### src/rtl/write_demux_4_pkg.sv
// Shared types and constants for the 1-to-4 write demultiplexer.
// Holds the FSM state encoding and the stall-counter width.
package write_demux_4_pkg;

    typedef enum logic {
        ST_IDLE = 1'b0,
        ST_HOLD = 1'b1
    } state_t;

    localparam int unsigned STALL_W = 8;

    typedef logic [STALL_W-1:0] stall_cnt_t;

    localparam int unsigned NUM_DEST = 4;

    // One-hot decode of a 2-bit destination index, forced to zero when disabled.
    function automatic logic [NUM_DEST-1:0] onehot4(input logic [1:0] sel, input logic en);
        logic [NUM_DEST-1:0] v;
        v = '0;
        if (en) begin
            v[sel] = 1'b1;
        end
        return v;
    endfunction

endpackage

### src/rtl/write_demux_4_decoder.sv
// 2-to-4 one-hot decoder with enable; drives the per-destination Valid vector.
module Decoder_2to4
    import write_demux_4_pkg::*;
(
    input  logic [1:0]          i_sel,
    input  logic                i_en,
    output logic [NUM_DEST-1:0] o_onehot
);

    always_comb begin
        o_onehot = onehot4(i_sel, i_en);
    end

endmodule

### src/rtl/write_demux_4.sv
// Single-entry write demultiplexer: holds one word and offers it to one of
// four destinations, dropping it if the destination stalls for TIMEOUT cycles.
module write_demux_4
    import write_demux_4_pkg::*;
#(
    parameter int unsigned N       = 16,
    parameter int unsigned TIMEOUT = 255
) (
    input  logic         Clk,
    input  logic         Reset,
    input  logic         In_Valid,
    output logic         In_Ready,
    input  logic [1:0]   Select,
    input  logic [N-1:0] In,
    output logic [N-1:0] Out0,
    output logic [N-1:0] Out1,
    output logic [N-1:0] Out2,
    output logic [N-1:0] Out3,
    output logic [3:0]   Valid,
    input  logic [3:0]   Ready,
    output logic         Drop
);

    localparam stall_cnt_t TIMEOUT_M1 = stall_cnt_t'(TIMEOUT - 1);

    state_t     r_state;
    state_t     w_state_nxt;
    logic [N-1:0] r_data;
    logic [1:0] r_sel;
    stall_cnt_t r_cnt;
    stall_cnt_t w_cnt_nxt;
    logic       r_drop;
    logic       w_drop_nxt;

    logic       w_hold;
    logic       w_handshake;
    logic       w_in_ready;
    logic       w_accept;
    logic       w_timeout;

    always_comb begin
        w_hold      = (r_state == ST_HOLD);
        w_handshake = w_hold && Ready[r_sel];
        // The drop cycle sits in IDLE but must not accept a new word.
        w_in_ready  = ((r_state == ST_IDLE) && !r_drop) || w_handshake;
        w_accept    = In_Valid && w_in_ready;
        w_timeout   = w_hold && !w_handshake && (r_cnt == TIMEOUT_M1);
    end

    always_comb begin
        w_state_nxt = r_state;
        w_drop_nxt  = 1'b0;
        w_cnt_nxt   = r_cnt;
        unique case (r_state)
            ST_IDLE: begin
                if (w_accept) begin
                    w_state_nxt = ST_HOLD;
                end
            end
            ST_HOLD: begin
                if (w_handshake) begin
                    w_state_nxt = w_accept ? ST_HOLD : ST_IDLE;
                end else if (w_timeout) begin
                    w_state_nxt = ST_IDLE;
                    w_drop_nxt  = 1'b1;
                end
            end
            default: w_state_nxt = ST_IDLE;
        endcase

        if (w_accept) begin
            w_cnt_nxt = '0;
        end else if (w_hold && !w_handshake) begin
            w_cnt_nxt = r_cnt + stall_cnt_t'(1);
        end
    end

    always_ff @(posedge Clk) begin
        if (Reset) begin
            r_state <= ST_IDLE;
            r_cnt   <= '0;
            r_drop  <= 1'b0;
        end else begin
            r_state <= w_state_nxt;
            r_cnt   <= w_cnt_nxt;
            r_drop  <= w_drop_nxt;
        end
    end

    always_ff @(posedge Clk) begin
        if (Reset) begin
            r_data <= '0;
            r_sel  <= '0;
        end else if (w_accept) begin
            r_data <= In;
            r_sel  <= Select;
        end
    end

    Decoder_2to4 u_decoder (
        .i_sel    (r_sel),
        .i_en     (w_hold),
        .o_onehot (Valid)
    );

    assign In_Ready = w_in_ready;
    assign Out0     = r_data;
    assign Out1     = r_data;
    assign Out2     = r_data;
    assign Out3     = r_data;
    assign Drop     = r_drop;

endmodule
### config.mk
export PLATFORM = sky130hd
export DESIGN_NAME = write_demux_4
export DESIGN_NICKNAME = d
export VERILOG_FILES = /design/src/rtl/write_demux_4_pkg.sv /design/src/rtl/write_demux_4_decoder.sv /design/src/rtl/write_demux_4.sv
export SDC_FILE = /design/constraint.sdc
export NUM_CORES = 1
export LEC_CHECK = 0
export ABC_AREA = 1
export BUFFER_PORTS_ARGS = -buffer_cell sky130_fd_sc_hd__buf_2
export CAP_MARGIN = 15
export CORE_ASPECT_RATIO = 1.2
export CORE_MARGIN = 1
export CORE_UTILIZATION = 41
export CTS_CLUSTER_DIAMETER = 60
export DETAILED_ROUTE_END_ITERATION = 10
export HOLD_SLACK_MARGIN = 0.06
export PLACE_DENSITY = 0.84
export SYNTH_ARGS = -nofsm -noshare
export SYNTH_HDL_FRONTEND = slang
export SYNTH_HIERARCHICAL = 1
export SYNTH_SLANG_ARGS = --single-unit
### constraint.sdc
create_clock -name Clk -period 1.1 [get_ports Clk]
set_input_delay 0.11 -clock Clk [delete_from_list [all_inputs] [get_ports Clk]]
set_output_delay 0.11 -clock Clk [all_outputs]
set_load 0.01 [all_outputs]
==> results.tsv <==
stage	metric	value	unit
outcome	run status	complete, but fails checks	
outcome	violated checks	setup timing	
drt	Post-Route WL	4376	um
power_and_ir_drop	Lkg Pwr	1.292	nW
drt	Residual DRC	0	
critical_path	CP Class	flip-flop to output port	
critical_path	Worst path top cell family by delay	flip-flops	
global_route	GRT Resource Usage Total	17.60	%
clock_network	Num CTS Buffers	3	
placed_design	DP HPWL	2865	um
die	Initial Utilization	44.06	%
die	FP Rows	25	
synth	compound-gate portion of the synthesized area	3.096	%
global_route	largest net degree at the start of global routing	21	
synth	YS warnings	6	
timing	post-route clock period utilization	121.1	%
placed_design	final RePlAce weighted congestion	0.7778	
clock_network	TritonCTS clock tree	done	
timing	skew final	0.002863	ns
finish	Ant. Diodes	0	
clock_network	worst skew pair latency	0.27	ns
finish	final std cells w/o fill	366	
synth	register area share after synthesis	31.53	%
critical_path	crit path launch type	flip-flop	
finish	fraction of layout cells with a size suffix above 1	53.53	%
global_route	GRT overflow	0	
synth	simple-gate share of the synthesized area	31.10	%
run	max_cap viols	0	
timing	RSZ-0062 raised after global routing	yes	
timing	min Tclk post-route	1.333	ns
finish	area grow syn2layout	32.44	%
synth	post-synthesis xor/xnor area fraction	1.970	%
drt	via count	1700	
synth	Synth cell types	24	
synth	syn_area_per_cell	7.112	um2
synth	Post-Syn Area	1778	um2
timing	hold slack	0.07089	ns
placed_design	Placed Area	2008	um2
drt	post-DR vias/cell	4.645	
synth	largest family of logic cells by synthesized area	simple AND/OR/NAND/NOR gates	
critical_path	crit-path cells	inv_1, nand3_4, nand3_2, nand2_2, buf_6, buf_6	
clock_network	clk buf depth	2	
critical_path	most used cell, CP	buf_6	
die	number of I/O pins	95	
critical_path	CP max-delay cell	dfxtp_2	
die	Die Y-Extent	74.14	um
finish	Final nets	340	
synth	number of synthesized register bits	28	
power_and_ir_drop	pwr dens	1145	nW/um2
clock_network	Reg clk slew, reported paths	0.10	ns
global_route	first-pass GRT wire length	6513	um
synth	Adder-Cell Fraction of Synth Area	1.407	%
timing	final hold vios	0	
critical_path	CP Buf/Inv Count	3	
finish	commonest non-fill, non-tap cells in the layout	buf_2, nand2_1, inv_1	
timing	final setup margin	-0.2326	ns
drt	TritonRoute pass-1 iters	4	
clock_network	clock sinks	28	
timing	fin. max-slew vios	0	
die	Die X	62.12	um
finish	final cell utilization of the core	58.36	%
drt	antenna-violating nets left	0	
drt	wire per inst	11.96	um
min_path	path type of the worst min-delay path	input port to flip-flop	
power_and_ir_drop	VDD IR-drop max	828.3	uV
placed_design	PortBufs	94	
global_route	number of global-route vias before repair	1536	
global_route	initial antenna violation count	0	
finish	fin area	2355	um2
critical_path	Setup crit end kind	output port	
synth	proportion of synthesized area in mux cells	0	%
critical_path	CP Data Arrival Time	1.22	ns
critical_path	max incr delay on CP	0.36	ns
critical_path	required time worst endpoint	0.99	ns
finish	most common cell after layout, fill and taps aside	buf_2	
clock_network	# H-tree levels	1	
placed_design	placed insts	355	
critical_path	Critical Path Fanout Max	3	
die	die area	4605	um2
clock_network	Root Buffer	clkbuf_8	
drt	Iter 0 DRT Violations	47	
die	core region area	4035	um2
timing	highest clock rate	750.4	MHz
timing	Max-slew headroom	83.49	%
timing	total negative slack	-5.293	ns
synth	net count after synthesis	277	
synth	Mapped Cells	250	
timing	worst slew pin tran	0.2471	ns
timing	final setup violating endpoints	33	
## cell type report
cell class,count,area (um2)
inverters,26,102.6
well taps,54,67.56
clock buffers,3,41.29
multi-input cells,137,803.3
repair buffers,117,734.5
flip-flops and latches,28,575.6
fillers,343,1680
clock inverters,1,30.03
## logic make-up after synthesis
kind of cell	after synthesis
AOI/OAI and AO/OA	11
xor gates and xnor gates	4
adders and majority gates	2
buffers and inverters	85
DFF	28
and+or+nand+nor	120
## tightest hold or removal path, cell delays in order
cell and delay [ns]:
buf_2 0.07, nand4_1 0.07, nand2_1 0.06
## timing repair
item | CTS | global route
endpoints found under the setup margin | 32 | 33
pin swaps | 9 | 6
gates resized for setup | 33 | 24
setup buffers | 3 | 0
hold buffers | 1 | 0
cloned | 3 | 0
endpoints found under the hold margin | 2 | 0
## per-stage QoR
| step | worst slack (ns) | total power [W] |
|---|---|---|
| 2_1_floorplan | -0.02985 | 0.001658 |
| 3_3_place_gp | -0.05513 | 0.001739 |
| 3_5_place_dp | -0.1153 | 0.001751 |
| 4_1_cts | -0.2059 | 0.002670 |
| 5_1_grt | -0.2758 | 0.002811 |
| 6_report | -0.2326 | 0.002696 |
## metal layers
metal,vias up,track usage [%],wire length (um)
met5,-,0,0
met2,59,33.82,2333
met4,0,8.269,77
met3,8,1.994,170
met1,768,19.63,1795
li1,865,-,-
## state kept, by name, summed over array words and instances, names as in the netlist
register and flops:
Drop 1, Out0 16, r_cnt 8, r_sel 2, r_state 1
## final timing paths
path	cells after the start	slack, ns	endpoint	start
setup reg to reg	9	-0.22	r_cnt[5]$_SDFFE_PP0P_	r_sel[1]$_SDFFE_PP0P_
hold / removal	3	0.07	Out0[0]$_SDFFE_PP0P_	In[0]
setup / recovery	6	-0.23	In_Ready	r_sel[1]$_SDFFE_PP0P_
hold reg to reg	2	0.50	Out0[2]$_SDFFE_PP0P_	Out0[2]$_SDFFE_PP0P_
## cell usage after synthesis, drive strengths merged
cell	number	area (um2)
o21ai	2	10.01
nor3	1	5.000
nor2	23	88.84
xnor2	2	17.52
or2	1	6.260
nand4	20	125.1
ha	2	25.02
nand3b	2	15.01
a21oi	9	45.04
dfxtp	28	560.5
nand2	58	227.7
inv	25	93.84
clkinv	1	8.760
nand3	15	85.08
buf	59	446.7
xor2	2	17.52
## where the power goes
group / switching (W) / internal [W]
Combinational: 0.000398 / 0.000348
Sequential: 0.0000612 / 0.00107
Clock: 0.000331 / 0.000487
Note: power is estimated with default switching activity, not from simulation.
